**src/rtl/sdram_line_scheduler.sv**
```systemverilog
// rtl/sdram_line_scheduler.sv - VGA line-refill and user single-word call scheduler in front of the SDRAM controller
module sdram_line_scheduler #(
    parameter int ADDR_W      = 24,
    parameter int Y_W         = 10,
    parameter int LINE_SHIFT  = 9,
    parameter int NBUF        = 2,
    parameter int BUF_SHIFT   = 19,
    parameter int SYNC_STAGES = 2
) (
    input  logic              clk,
    input  logic              rst,
    input  logic [Y_W:0]      iTag,
    input  logic              iSwap,
    input  logic [1:0]        iCall,
    input  logic [ADDR_W-1:0] iAddr,
    input  logic [15:0]       iData,
    output logic [1:0]        oDone,
    output logic [2:0]        oCall,
    output logic [ADDR_W-1:0] oAddr,
    output logic [ADDR_W-1:0] oAddrPage,
    output logic [15:0]       oWrData,
    input  logic [2:0]        iCtrlDone,
    output logic [1:0]        oDispBuf,
    output logic [7:0]        oMissCnt,
    output logic              oBusy
);

    generate
        if (BUF_SHIFT < Y_W + LINE_SHIFT) begin : gBadBufShift
            $error("sdram_line_scheduler: BUF_SHIFT must be >= Y_W + LINE_SHIFT");
        end
        if (NBUF < 1 || NBUF > 4) begin : gBadNbuf
            $error("sdram_line_scheduler: NBUF must be in 1..4");
        end
        if (SYNC_STAGES < 2) begin : gBadSync
            $error("sdram_line_scheduler: SYNC_STAGES must be >= 2");
        end
    endgenerate

    typedef enum logic [1:0] {IDLE, PAGE, USER, URLS} state_t;

    state_t            state;
    logic [Y_W:0]      syncQ [SYNC_STAGES];
    logic              tagHist;
    logic              pending;
    logic [Y_W-1:0]    pendY;
    logic              swapPend;

    logic              tagLevel;
    logic [Y_W-1:0]    tagY;
    logic              tagRise;
    logic              issuePage;
    logic              doSwap;
    logic [1:0]        nextBuf;
    logic [1:0]        issueBuf;
    logic [ADDR_W-1:0] pageAddr;
    logic [1:0]        userWin;

    assign tagLevel  = syncQ[SYNC_STAGES-1][Y_W];
    assign tagY      = syncQ[SYNC_STAGES-1][Y_W-1:0];
    assign tagRise   = tagLevel & ~tagHist;
    assign issuePage = (state == IDLE) && pending;

    // The swap is taken only at the top of a frame so the new buffer is shown whole.
    assign doSwap    = issuePage && (pendY == '0) && swapPend;
    assign nextBuf   = (oDispBuf == 2'(NBUF - 1)) ? 2'd0 : oDispBuf + 2'd1;
    assign issueBuf  = doSwap ? nextBuf : oDispBuf;
    assign pageAddr  = (ADDR_W'(issueBuf) << BUF_SHIFT) + (ADDR_W'(pendY) << LINE_SHIFT);
    assign userWin   = iCall[1] ? 2'b10 : 2'b01;
    assign oBusy     = (state != IDLE);

    always_ff @(posedge clk or posedge rst) begin
        if (rst) begin
            for (int i = 0; i < SYNC_STAGES; i++) begin
                syncQ[i] <= '0;
            end
        end else begin
            syncQ[0] <= iTag;
            for (int i = 1; i < SYNC_STAGES; i++) begin
                syncQ[i] <= syncQ[i-1];
            end
        end
    end

    always_ff @(posedge clk or posedge rst) begin
        if (rst) begin
            state     <= IDLE;
            tagHist   <= 1'b0;
            pending   <= 1'b0;
            pendY     <= '0;
            swapPend  <= 1'b0;
            oDispBuf  <= '0;
            oMissCnt  <= '0;
            oDone     <= '0;
            oCall     <= '0;
            oAddr     <= '0;
            oAddrPage <= '0;
            oWrData   <= '0;
        end else begin
            oDone   <= '0;
            tagHist <= tagLevel;

            // A rise in the issue cycle keeps the new line pending and is not a miss.
            if (tagRise) begin
                pendY   <= tagY;
                pending <= 1'b1;
                if (pending && !issuePage && oMissCnt != 8'hFF) begin
                    oMissCnt <= oMissCnt + 8'd1;
                end
            end else if (issuePage) begin
                pending <= 1'b0;
            end

            if (doSwap) begin
                oDispBuf <= nextBuf;
                swapPend <= iSwap;
            end else if (iSwap) begin
                swapPend <= 1'b1;
            end

            case (state)
                IDLE: begin
                    if (pending) begin
                        state     <= PAGE;
                        oCall     <= 3'b100;
                        oAddrPage <= pageAddr;
                    end else if (iCall != 2'b00) begin
                        state   <= USER;
                        oCall   <= {1'b0, userWin};
                        oAddr   <= iAddr;
                        oWrData <= iData;
                    end
                end
                PAGE: begin
                    if (iCtrlDone[2]) begin
                        oCall <= '0;
                        state <= IDLE;
                    end
                end
                USER: begin
                    if ((iCtrlDone[1:0] & oCall[1:0]) != 2'b00) begin
                        oDone <= oCall[1:0];
                        oCall <= '0;
                        state <= URLS;
                    end
                end
                URLS: begin
                    if (iCall == 2'b00) begin
                        state <= IDLE;
                    end
                end
                default: state <= IDLE;
            endcase
        end
    end

endmodule

```
**config.mk**
```make
export PLATFORM = sky130hd
export DESIGN_NAME = sdram_line_scheduler
export DESIGN_NICKNAME = d
export VERILOG_FILES = /design/src/rtl/sdram_line_scheduler.sv
export SDC_FILE = /design/constraint.sdc
export NUM_CORES = 1
export LEC_CHECK = 0
export CORE_ASPECT_RATIO = 2
export CORE_MARGIN = 10
export CORE_UTILIZATION = 41
export DETAILED_ROUTE_END_ITERATION = 12
export PLACE_DENSITY = 0.76
export REMOVE_ABC_BUFFERS = 1
export SYNTH_ARGS = -nofsm -noshare
export SYNTH_HDL_FRONTEND = slang
export SYNTH_SLANG_ARGS = --single-unit
```
**constraint.sdc**
```tcl
create_clock -name clk -period 3.2 [get_ports clk]
set_clock_uncertainty 0.1 [all_clocks]
set_input_delay 0.32 -clock clk [delete_from_list [all_inputs] [get_ports clk]]
set_output_delay 0.32 -clock clk [all_outputs]
set_load 0.01 [all_outputs]
```
[Word level (Yosys, flattened, before mapping)]
Index checks and enable logic that the tools add are counted.
Storage, ports and cells
  register bits: 116
  latch bits: 0
  memory bits (writable): 0
  ROM bits: 0
  input port bits: 59
  word-level logic and storage cells: 70
  memories kept: 0
Operators by class
  $add $sub $neg: 3
  multiply operators: 0
  divide/modulo/power cells: 0
  magnitude comparators: 0
  equal/unequal tests: 9
  shift-type cells: 0
  muxes and demuxes: 20
  bitwise operators: 4
  reduce and logical (&&, ||, !) cells: 20
Operators with widths (count)
  adder 21 x 19 -> 22 bit: 1
  two-way mux 2 bit: 10
  two-way mux 3 bit: 4
  logical NOT 10 bit: 1
  nonzero test 2 bit: 5
  one-hot mux 3 bit (3 select lines): 1
  adder 8 x 1 -> 8 bit (second input constant): 1
  != test 8 bit (second input constant): 1
  one-hot mux 2 bit (4 select lines): 1
  AND reduction 4 bit: 2
  != test 2 bit (second input constant): 3
  logical AND 1 bit: 5
  equality test 2 x 1 -> 1 bit (second input constant): 2
  equality test 2 bit (second input constant): 2
  logical NOT 2 bit: 2
  two-way mux 1 bit: 4
  AND reduction 2 bit: 2
  != test 3 x 2 -> 1 bit (second input constant): 1
  AND reduction 3 bit: 1
  nonzero test 3 bit: 1
  adder 2 x 1 -> 2 bit (second input constant): 1
  AND 2 bit: 1
  NOT 1 bit: 2
  AND 1 bit: 1
  logical NOT 1 bit: 1

[Longest topological paths before layout]
Gate-level depths: netlist (run 1).
  depth after elaboration: 6
  depth in mapped cells: 6
  gate-level depth less buffers: 6

[Least setup slack after synthesis (run 1)]
OpenSTA, ideal clock, no wires.
  path type: flip-flop to flip-flop
  start: reg state[0]
  end: reg oMissCnt[5]
  data arrival time: 1649 ps
  setup slack: 1326 ps
  cell stages (with the launch flop): 7
  buffers on the path: 0
  period minus slack after synthesis: 1874 ps
  cell sequence: dfrtp_1 > inv_1 > ha_1 > and4bb_2 > and3_4 > nand4_2 > mux2_4
Between the ends
  longest elaborated chain between the ends: 6
Ends and longest elaborated chain
  start: declaration: RTL line 42  | state_t state;
  start signal: assignment: RTL line 87  | state <= IDLE;
  start signal: assignment: RTL line 124  | state <= PAGE;
  start signal: assignment: RTL line 128  | state <= USER;
  logical NOT 2 bit: RTL line 62  | assign issuePage = (state == IDLE) && pending;
  logical AND 1 bit: RTL line 62
  logical NOT 1 bit: RTL line 107  | if (pending && !issuePage && oMissCnt != 8'hFF) begin
  logical AND 1 bit (2 in a row): RTL line 107
  AND reduction 2 bit (no source line)
  end signal: assignment: RTL line 108  | oMissCnt <= oMissCnt + 8'd1;
  end: declaration: RTL line 24  | output logic [7:0] oMissCnt,
Every way passes these cells.
A chain may end at the register's enable or synchronous reset.

[Worst setup path in the final report (run 1)]
  start: reg state[0]
  end: out oBusy
Between the ends
  longest elaborated chain between the ends: 1
Ends and longest elaborated chain
  nonzero test 2 bit: RTL line 70  | assign oBusy = (state != IDLE);
  end: declaration: RTL line 25  | output logic oBusy
Every way passes these cells.

==> out/qor.csv, run 1 <==
stage,metric,value,unit
final_layout,storage element area,0.002603,sq mm
synth,Seq cells post-synth,104,
timing,Period minus WS final,2.163,ns
final_layout,utilization after layout,59.26,%
floorplanning,Boundary Pins,139,
worst_hold_path,Worst Hold Class,reg -> reg,
cts,H-Tree Depth,3,
flow_run,Max-Cap Viols,0,
place,HPWL Detailed,7.412,mm
worst_setup_path,Worst Setup End Kind,primary output,
route,WL/cell,17.89,microns
floorplanning,Std-Cell Core Area,0.009699,sq mm
timing,# setup viols final,0,
global_routing,met2 usage,25.50,%
timing,unrepaired setup endpoints after global routing,no,
route,Routed Antenna Nets,0,
floorplanning,initial core utilization,41.73,%
place,PortBufs,126,
cts,Resized Gates After CTS,0,
timing,Slew @ Worst Pin,1.006,ns
global_routing,Overflow after GRT,0,
cts,Max Root-Sink Buffers,2,
cts,Post-CTS Setup Inserts,0,
timing,Final period util,67.60,%
synth,distinct cell type count after synthesis,39,
cts,CTS tree,yes,
cts,Sink Count,104,
global_routing,initial antenna violation count,0,
route,1st-iter DRT viols,130,
synth,syn avg cell area,14.77,sq um
status,status,"complete, no violations",
timing,hold violation total from the final report,0,
worst_setup_path,critical path class,reg -> out,
worst_hold_path,WHS Path Cells,0,
cts,CTS Buf Count,9,
floorplanning,FP Rows,51,
worst_setup_path,Worst Setup Start Kind,register,
cts,Hold Buf Count CTS,0,
final_layout,NumNets Final,470,
place,Placed Area,0.005426,sq mm
global_routing,first-pass GRT wire length,15.37,mm
route,vias per inst,4.839,
final_layout,area occupied by multi-input gates,0.001341,sq mm
global_routing,GRT met1 Usage,12.30,%
final_layout,area delta synth->final,42.01,%
cts,Worst-Skew Late Latency,0.33,ns
final_layout,number of fill cells,830,
route,drt pass-1 iters,4,
floorplanning,Die Area,0.01449,sq mm
final_layout,diode count,0,
route,vias,2618,
floorplanning,Die Span Y,160.5,microns
global_routing,vias in the first global route,2852,
timing,max-slew violations,0,
cts,clk slew on worst S/H paths,0.06,ns
route,Total Wirelength,9.680,mm
synth,Synth top area share,64.30,%
final_layout,layout cells sized above 1,12.22,%
worst_setup_path,Critical Path Fanout Max,5,
cts,root buffer selected by CTS,clkbuf_16,
timing,final setup TNS,0,ns
worst_setup_path,CP Data Arrival Time,1.74,ns
synth,"area leader, netlist",dfrtp_1,
synth,synth top area cells,"dfrtp_1, mux2_1, mux2_2",
global_routing,Overall Global Routing Usage,13.68,%
place,Final GP Congestion,0.7427,
worst_setup_path,R2R depth,6,
global_routing,met3 Usage GRT,4.762,%
synth,Yosys Warn Count,0,
synth,cells after synthesis,274,
power_and_ir_drop,Leak,2.454,nW
power_and_ir_drop,Pwr per Cell Area,887.7,mW/mm^2
worst_setup_path,Critical Path RT,2.78,ns
global_routing,largest net degree at the start of global routing,59,
global_routing,GRT Max-Usage Layer,met2,
power_and_ir_drop,peak supply drop,538.3,uV
synth,post-synthesis cell area,0.004048,sq mm
timing,max_slew headroom,32.81,%
route,Residual DRC,0,
timing,FMAX,462.3,MHz
synth,"Seq/Total Area, Yosys",64.30,%
final_layout,cell area after layout,0.005748,sq mm
floorplanning,die width,90.26,microns
[cell families after synthesis]
group,synth area share (%)
buf+inv,3.740
flops,64.30
xor+xnor,0.6493
fa+ha+maj,1.855
simple gates,7.666
mux,18.42
other cells,0.09265
compound gates,3.276
[per-stage QoR]
step | setup slack (ns) | hold slack (ns) | total power [W] | cells
after global routing | 0.9176 | 0.2532 | 0.005406 | 541
after floorplan | 0.04781 | 0.2312 | 0.002877 | 266
after detailed placement | 1.018 | 0.2347 | 0.003991 | 526
after CTS | 0.9942 | 0.2459 | 0.005189 | 541
after global placement | 1.057 | 0.2329 | 0.003921 | 526
final | 1.037 | 0.2432 | 0.005102 | 541
[cell usage in the layout, fill, tap and decap left out, drive strengths merged, types with 4 or more instances in the layout]
cell type | synthesis | final
a21oi | 7 | 7
a31oi | 5 | 5
clkbuf | 0 | 12
clkdlybuf4s50 | 0 | 126
conb | 1 | 12
dfrtp | 104 | 104
ha | 6 | 6
inv | 7 | 7
mux2 | 65 | 65
nand2 | 12 | 12
nand3 | 4 | 4
nand4 | 4 | 4
nor2 | 6 | 6
nor2b | 5 | 5
[flip-flops by register name (all words and copies together), names as in the netlist]
name	cells
oAddr	24
oAddrPage	12
oCall	3
oDispBuf	2
oDone	2
oMissCnt	8
oWrData	16
pendY	10
pending	1
state	2
swapPend	1
syncQ	22
tagHist	1
[final cells by class]
class | count | area share [%]
Sequential cell | 104 | 45.28
Multi-Input combinational cell | 155 | 23.33
Timing Repair Buffer | 128 | 22.42
Clock buffer | 12 | 4.462
Tap cell | 132 | 2.873
Clock inverter | 3 | 1.132
Inverter | 7 | 0.5007
[report_power, final]
group | total, W | switching [W] | internal, W
registers | 0.00202 | 0.000275 | 0.00174
clock network | 0.00116 | 0.000439 | 0.000722
logic | 0.00192 | 0.000804 | 0.00112
[cells in the mapped netlist]
cell      instances
inv_2             1
and3_1            1
conb_1            1
inv_1             6
buf_2             7
o21ai_0           2
xnor2_1           3
mux2_4            1
mux2_2           21
a22oi_1           1
a311o_1           1
nand2_1          12
nor2b_4           1
a41oi_1           1
a221oi_2          1
nor2b_1           4
buf_4            12
mux2_1           43
and4bb_2          2
a31oi_1           5
dfrtp_1         104
a21oi_1           7
and2_1            1
nor3_1            2
and3_4            1
nor4b_2           1
nand4_1           3
nor4_2            2
a21o_1            2
nor2_1            6
ha_1              6
nand4_2           1
nor4b_1           1
mux2i_1           1
and4_1            1
nand3_1           4
nor3_2            1
nand2b_1          3
nor3b_1           1
[metal layers]
| layer | vias up | part of all wire, % |
|---|---|---|
| li1 | 1192 | - |
| met1 | 1323 | 33 |
| met3 | 16 | 6.2 |
| met2 | 87 | 57 |
| met4 | 0 | 3.4 |
| met5 | - | 0 |
[path summary, 6_finish.rpt]
check | startpoint | to | slack [ns]
hold reg to reg | syncQ[20] | syncQ[9] | 0.24
setup / recovery | state[0] | oBusy | 1.04
setup reg to reg | state[0] | oAddr[17] | 1.11
min in group asynchronous | rst | oAddr[16] | 0.30
hold / removal | syncQ[20] | syncQ[9] | 0.24
max in group asynchronous | rst | oCall[0] | 1.96
[critical path, stage by stage (launching register included)]
cell and delay (ns):
dfrtp_1 0.39, inv_1 0.09, ha_1 0.26, inv_2 0.11, clkdlybuf4s50_1 0.54
Note: power is estimated with default switching activity, not from simulation.
==> inputs of run 2 (changes only) <==
Clock period 3.2 ns to 1.9 ns, I/O delays scaled along.
==> out/qor.csv, run 2 (synthesized netlist as in run 1, its figures left out) <==
stage,metric,value,unit,change
status,status,"complete, no violations",,unchanged
cts,H-Tree Depth,3,,unchanged
worst_setup_path,Worst Setup End Kind,register,,was primary output
worst_setup_path,Top delay family on crit path,simple AND/OR/NAND/NOR gates,,was buffers and inverters
flow_run,Max-Cap Viols,0,,unchanged
worst_setup_path,slowest cell on the critical path,dfrtp_1,,was clkdlybuf4s50_1
floorplanning,initial core utilization,41.73,%,unchanged
worst_setup_path,"Buf+Inv Stages, Crit Path",1,,was 3
final_layout,area occupied by multi-input gates,0.001354,sq mm,was 0.001341 sq mm
worst_setup_path,R2R Path End,oMissCnt[5],,was oAddr[17]
place,Setup WS pre-CTS,-0.01399,ns,was 1.018 ns
final_layout,area delta synth->final,45.72,%,was 42.01%
route,Total Wirelength,10.05,mm,was 9.680 mm
final_layout,layout cells sized above 1,15.96,%,was 12.22%
final_layout,"commonest non-fill, non-tap cell in the layout",clkdlybuf4s50_1,,unchanged
final_layout,diode count,0,,unchanged
final_layout,"Most flops, register",oAddr,,unchanged
place,HPWL Detailed,7.871,mm,was 7.412 mm
final_layout,utilization after layout,60.81,%,was 59.26%
cts,Sink Count,104,,unchanged
route,WL/cell,18.01,microns,was 17.89 microns
route,vias per inst,4.746,,was 4.839
final_layout,final non-filler cell total,558,,was 541
floorplanning,Boundary Pins,139,,unchanged
floorplanning,Die Area,0.01449,sq mm,unchanged
global_routing,first-pass GRT wire length,15.57,mm,was 15.37 mm
floorplanning,Die Span Y,160.5,microns,unchanged
place,Placed Area,0.005549,sq mm,was 0.005426 sq mm
worst_setup_path,source of the worst register-to-register timing path,state[0],,unchanged
route,vias,2648,,was 2618
timing,max-slew violations,0,,unchanged
place,Final GP Congestion,0.7539,,was 0.7427
final_layout,storage element area,0.002603,sq mm,unchanged
floorplanning,die width,90.26,microns,unchanged
final_layout,max reg flops,24,,unchanged
worst_setup_path,CP cell instances,"inv_1, ha_4, and4bb_2, and3_4, nand4_2, mux2_4",,"was inv_1, ha_1, inv_2, clkdlybuf4s50_1"
place,Inst Count DP,539,,was 526
global_routing,initial antenna violation count,0,,unchanged
route,Residual DRC,0,,unchanged
route,drt pass-1 iters,3,,was 4
cts,root buffer selected by CTS,clkbuf_16,,unchanged
timing,FMAX,561.0,MHz,
timing,Period minus WS final,1.782,ns,
worst_setup_path,Critical Path RT,2.03,ns,was 2.78 ns
cts,Worst-Skew Late Latency,0.34,ns,was 0.33 ns
timing,Final period util,93.81,%,
worst_hold_path,Worst Hold Class,in -> async,,was reg -> reg
timing,Setup WS post-layout,0.1176,ns,was 1.037 ns
worst_setup_path,r2r setup slk,0.12,ns,was 1.11 ns
timing,hold violation total from the final report,0,,unchanged
route,Routed Antenna Nets,0,,unchanged
worst_setup_path,R2R depth,6,,unchanged
floorplanning,Std-Cell Core Area,0.009699,sq mm,unchanged
place,PortBufs,126,,unchanged
cts,clk slew on worst S/H paths,0.07,ns,was 0.06 ns
floorplanning,FP Rows,51,,unchanged
worst_setup_path,critical path class,reg -> reg,,was reg -> out
cts,CTS tree,yes,,unchanged
final_layout,top flop regs,"oAddr (24), syncQ (22), oWrData (16)",,unchanged
worst_setup_path,Critical Path Fanout Max,5,,unchanged
timing,# setup viols final,0,,unchanged
final_layout,most frequent cells in the layout,"clkdlybuf4s50_1, dfrtp_1, mux2_1",,unchanged
final_layout,cell area after layout,0.005898,sq mm,was 0.005748 sq mm
cts,Max Root-Sink Buffers,2,,unchanged
route,1st-iter DRT viols,106,,was 130
worst_setup_path,CP Data Arrival Time,1.91,ns,was 1.74 ns
global_routing,Overflow after GRT,0,,unchanged
power_and_ir_drop,peak supply drop,998.9,uV,was 538.3 uV
global_routing,Overall Global Routing Usage,13.73,%,was 13.68%
worst_setup_path,crit-path max cell delay,0.34,ns,was 0.54 ns
timing,unrepaired setup endpoints after global routing,no,,unchanged
global_routing,largest net degree at the start of global routing,41,,was 59
power_and_ir_drop,Leak,2.536,nW,was 2.454 nW
power_and_ir_drop,Pwr per Cell Area,1474,mW/mm^2,was 887.7 mW/mm^2
worst_setup_path,Worst Setup Start Kind,register,,unchanged
final_layout,NumNets Final,487,,was 470
final_layout,number of fill cells,796,,was 830
global_routing,vias in the first global route,3035,,was 2852
cts,CTS Buf Count,9,,unchanged
==> run 2: worst max path at each step <==
stage	startpoint	to	slack (ns)	cells after the start
global placement	iCtrlDone[0]	oCall[0]	0.04	5
CTS	state[0]	oWrData[15]	0.08	6
finish	state[0]	oMissCnt[5]	0.12	6
detailed placement	state[0]	oWrData[15]	-0.01	6
floorplan	state[0]	oAddr[0]	-1.14	5
global route	state[0]	oCall[0]	0.01	6
==> run 2: area by class of cell <==
| class | count | area share (%) |
|---|---|---|
| flip-flops and latches | 104 | 44.12 |
| multi-input cells | 155 | 22.95 |
| inverters | 7 | 0.4879 |
| repair buffers | 145 | 24.78 |
| well taps | 132 | 2.800 |
| clock buffers | 10 | 3.882 |
| clock inverters | 5 | 0.9758 |
==> run 2: per-layer routing <==
layer / vias up / part of all wire (%) / track usage [%]
met3: 16 / 5.1 / 4.155
met5: - / 0 / 0
met4: 0 / 3.1 / 7.496
met2: 77 / 59 / 26.23
li1: 1224 / - / -
met1: 1331 / 33 / 12.35
==> run 2: through the flow <==
stage | hold WS [ns] | TNS (ns) | total power [W]
after floorplan | 0.1214 | -162.48 | 0.004845
after global placement | 0.2321 | 0 | 0.006776
after detailed placement | 0.2363 | -0.1455 | 0.006903
after CTS | 0.06647 | 0 | 0.008749
after global routing | 0.08008 | 0 | 0.009194
final | 0.06348 | 0 | 0.008695
==> run 2: repair_timing <==
item                       CTS  global route
resized for setup            3             0
hold buffers                 0             0
setup buffers                0             2
setup endpoints to repair   36             4
pin swaps                    0             1
cloned                       0             2
==> run 2: where the power goes <==
| group | switching (W) | internal [W] |
|---|---|---|
| registers | 0.000424 | 0.00293 |
| clock network | 0.000763 | 0.00102 |
| logic | 0.00146 | 0.00209 |
| total | 0.00265 | 0.00604 |
==> run 2: worst reg2reg max path, stage by stage (launching register included) <==
cell and delay (ns):
dfrtp_1 0.34, inv_1 0.09, ha_4 0.20, and4bb_2 0.30
and3_4 0.21, nand4_2 0.12, mux2_4 0.31
==> edit: new RTL, flow settings as in run 2 <==
Add an input register stage for `iTag`, `iSwap`, `iCall`, `iAddr`, `iData` and `iCtrlDone`; this delays them by one clock.
--- a/src/rtl/sdram_line_scheduler.sv
+++ b/src/rtl/sdram_line_scheduler.sv
@@ -25,4 +25,20 @@
     output logic              oBusy
 );
+
+    logic [Y_W:0] iTag_q;
+    logic iSwap_q;
+    logic [1:0] iCall_q;
+    logic [ADDR_W-1:0] iAddr_q;
+    logic [15:0] iData_q;
+    logic [2:0] iCtrlDone_q;
+
+    always_ff @(posedge clk) begin
+        iTag_q      <= iTag;
+        iSwap_q     <= iSwap;
+        iCall_q     <= iCall;
+        iAddr_q     <= iAddr;
+        iData_q     <= iData;
+        iCtrlDone_q <= iCtrlDone;
+    end
 
     generate
@@ -67,5 +83,5 @@
     assign issueBuf  = doSwap ? nextBuf : oDispBuf;
     assign pageAddr  = (ADDR_W'(issueBuf) << BUF_SHIFT) + (ADDR_W'(pendY) << LINE_SHIFT);
-    assign userWin   = iCall[1] ? 2'b10 : 2'b01;
+    assign userWin   = iCall_q[1] ? 2'b10 : 2'b01;
     assign oBusy     = (state != IDLE);
 
@@ -76,5 +92,5 @@
             end
         end else begin
-            syncQ[0] <= iTag;
+            syncQ[0] <= iTag_q;
             for (int i = 1; i < SYNC_STAGES; i++) begin
                 syncQ[i] <= syncQ[i-1];
@@ -114,6 +130,6 @@
             if (doSwap) begin
                 oDispBuf <= nextBuf;
-                swapPend <= iSwap;
-            end else if (iSwap) begin
+                swapPend <= iSwap_q;
+            end else if (iSwap_q) begin
                 swapPend <= 1'b1;
             end
@@ -125,13 +141,13 @@
                         oCall     <= 3'b100;
                         oAddrPage <= pageAddr;
-                    end else if (iCall != 2'b00) begin
+                    end else if (iCall_q != 2'b00) begin
                         state   <= USER;
                         oCall   <= {1'b0, userWin};
-                        oAddr   <= iAddr;
-                        oWrData <= iData;
+                        oAddr   <= iAddr_q;
+                        oWrData <= iData_q;
                     end
                 end
                 PAGE: begin
-                    if (iCtrlDone[2]) begin
+                    if (iCtrlDone_q[2]) begin
                         oCall <= '0;
                         state <= IDLE;
@@ -139,5 +155,5 @@
                 end
                 USER: begin
-                    if ((iCtrlDone[1:0] & oCall[1:0]) != 2'b00) begin
+                    if ((iCtrlDone_q[1:0] & oCall[1:0]) != 2'b00) begin
                         oDone <= oCall[1:0];
                         oCall <= '0;
@@ -146,5 +162,5 @@
                 end
                 URLS: begin
-                    if (iCall == 2'b00) begin
+                    if (iCall_q == 2'b00) begin
                         state <= IDLE;
                     end
Behaviour: not the same (a bounded check fails within 4 cycles, from zero or initial values and one cycle with rst high).
==> edit against run 2 <==
  * Critical path depth shrank 1
  * Wire length is 11% higher
  * Area after synthesis rose by 28%
  * First-iteration DRC count down 25%
  * Design area grew 23%
  * Non-clock buffer count fell by 5
  * Total power grew 33%
  * Sequential cell count rose by 57
  * Worst setup slack got worse by 38 ps
  * Critical endpoint is now oCall[1]
  * Largest cell class unchanged
  * Largest power group is now sequential cells
==> edit: results (changes against run 2) <==
* Vias per cell at 4.66 (was 4.75)
* Fraction of registers with async set or reset after synthesis at 64.6% (was 100%)
* Share of layout cells above drive strength 1 at 23.0% (was 16.0%)
* Wire length of the first global-routing pass at 17500 um (was 15600 um)
* Detailed-route via count at 3005 (was 2648)
* Met3 GRT Util at 4.82% (was 4.15%)
* GRT Overall Usage at 12.8% (was 13.7%)
* Biggest fanout along the worst timing path at 3 (was 5)
* Place WS at 34.4 ps (was -14.0 ps)
* Static leakage power at 3.09 nW (was 2.54 nW)
* Number of buffers between clock root and the deepest sink at 2 (unchanged)
* Hold Path Class: in2async (unchanged)
* Via count of the first global-routing pass at 3358 (was 3035)
* Synth Warn # at 0 (unchanged)
* Registers with the highest flip-flop counts: iAddr_q x24, oAddr x24, syncQ x22 (was oAddr x24, syncQ x22, oWrData x16)
* Post-CTS Setup Inserts at 0 (unchanged)
* Final routed wire length divided by cell count at 17.2 um (was 18.0 um)
* N_diodes at 0 (unchanged)
* Synth area leaders: sky130_fd_sc_hd__dfrtp_1, sky130_fd_sc_hd__dfxtp_1, sky130_fd_sc_hd__mux2_2 (was sky130_fd_sc_hd__dfrtp_1, sky130_fd_sc_hd__mux2_1, sky130_fd_sc_hd__mux2_2)
* Number of placed cells counting well taps at 613 (was 539)
* CTS clk-pin slew, worst paths at 60 ps
* Sequential area share after synthesis at 72.5% (was 64.3%)
* Run status: complete, no violations (unchanged)
* Instance area after placement at 0.00669 mm^2 (was 0.00555 mm^2)
* Final estimated routing congestion in global placement at 0.737 (was 0.754)
* Number of failing setup endpoints in the final timing report at 0 (unchanged)
* Count of unique library cells instantiated by Yosys at 39 (unchanged)
* Count of H-tree levels built during CTS at 4 (was 3)
* Clock buffer count from CTS at 17 (was 9)
* Hpwl dp at 8320 um (was 7870 um)
* Clock network latency to the later pin of the worst-skew pair at 410 ps (was 340 ps)
* Worst voltage drop across the vdd grid at 0.925 mV (was 0.999 mV)
* Cells after Synth at 331 (was 274)
* Port buffer count at 126 (unchanged)
* Arrival time reported for the critical path endpoint at 2010 ps (was 1910 ps)
* Count of filler cells inserted in the layout at 1024 (was 796)
* Final nets at 547 (was 487)
* Ys flop type: sky130_fd_sc_hd__dfrtp_1 (unchanged)
* Root buffer cell: sky130_fd_sc_hd__clkbuf_16 (unchanged)
* Detailed router's first-iteration violation count at 79 (was 106)
* Antenna violations before repair at 0 (unchanged)
* Global routing usage on met2 at 24.8% (was 26.2%)
* Number of iterations in the first detailed-routing pass at 4 (was 3)
* Met1 routing resource usage after global routing at 11.0% (was 12.4%)
* Synth cell count leaders: sky130_fd_sc_hd__dfrtp_1, sky130_fd_sc_hd__mux2_2, sky130_fd_sc_hd__dfxtp_1 (was sky130_fd_sc_hd__dfrtp_1, sky130_fd_sc_hd__mux2_1, sky130_fd_sc_hd__mux2_2)
edit: worst paths after layout:
kind / slack [ps] / depth (start not counted) / to
max: 80 / 5 / oCall[1]
min: 30 / 2 / oAddr[4]
max reg2reg: 80 / 5 / oCall[1]
min reg2reg: 230 / 0 / syncQ[21]
max in group asynchronous: 1190 / 3 / oWrData[15]
min in group clk: 120 / 1 / iAddr_q[19]
edit: layout make-up:
class	count	area [um^2]	share of cell area [%]
clock buffer	21	460	6.33
clock inverter	11	119	1.63
inverter	7	28.8	0.395
multi-input combinational	155	1320	18.2
sequential	161	3740	51.4
tap	150	188	2.58
timing repair buffer	140	1420	19.4
edit: metal layers:
metal	share of wire [%]	vias up
met3	5.7	12
met1	33	1505
met2	59	76
met4	2.1	0
met5	0	-
li1	-	1412
edit: worst max-delay path, stage by stage, from the launching register on:
cell,delay [ps]
sky130_fd_sc_hd__dfrtp_1,390
sky130_fd_sc_hd__buf_4,150
sky130_fd_sc_hd__ha_1,210
sky130_fd_sc_hd__a221oi_2,270
sky130_fd_sc_hd__and2b_1,230
sky130_fd_sc_hd__mux2_2,350
edit: cell families after synthesis:
family / count (synthesis) / share of synthesized area, %
mux: 66 / 14.4
other cells: 1 / 0.0727
compound gates: 19 / 2.47
simple gates: 49 / 5.53
xor+xnor: 3 / 0.509
fa+ha+maj: 6 / 1.45
flops: 161 / 72.5
buf+inv: 26 / 2.98
edit: timing repair:
| item | CTS | global route |
|---|---|---|
| resized for setup | 3 | 2 |
| pin swaps | 1 | 0 |
| gates cloned | 0 | 0 |
| endpoints found under the setup margin | 1 | 1 |
edit: metrics by stage:
| stage | TNS, ps | power [W] | hold slack (ps) |
|---|---|---|---|
| finish | 0 | 0.0115 | 26.4 |
| global route | 0 | 0.0121 | 41.0 |
| CTS | 0 | 0.0117 | 23.5 |
| detailed placement | 0 | 0.00832 | 220 |
| global placement | 0 | 0.00817 | 220 |
| floorplan | -162520 | 0.00623 | 118 |
edit: where the power goes:
group / total (W) / internal (W) / switching [W]
clock: 0.00327 / 0.00191 / 0.00136
combinational: 0.00358 / 0.00216 / 0.00142
sequential: 0.00467 / 0.00420 / 0.000475
total: 0.0115 / 0.00827 / 0.00326
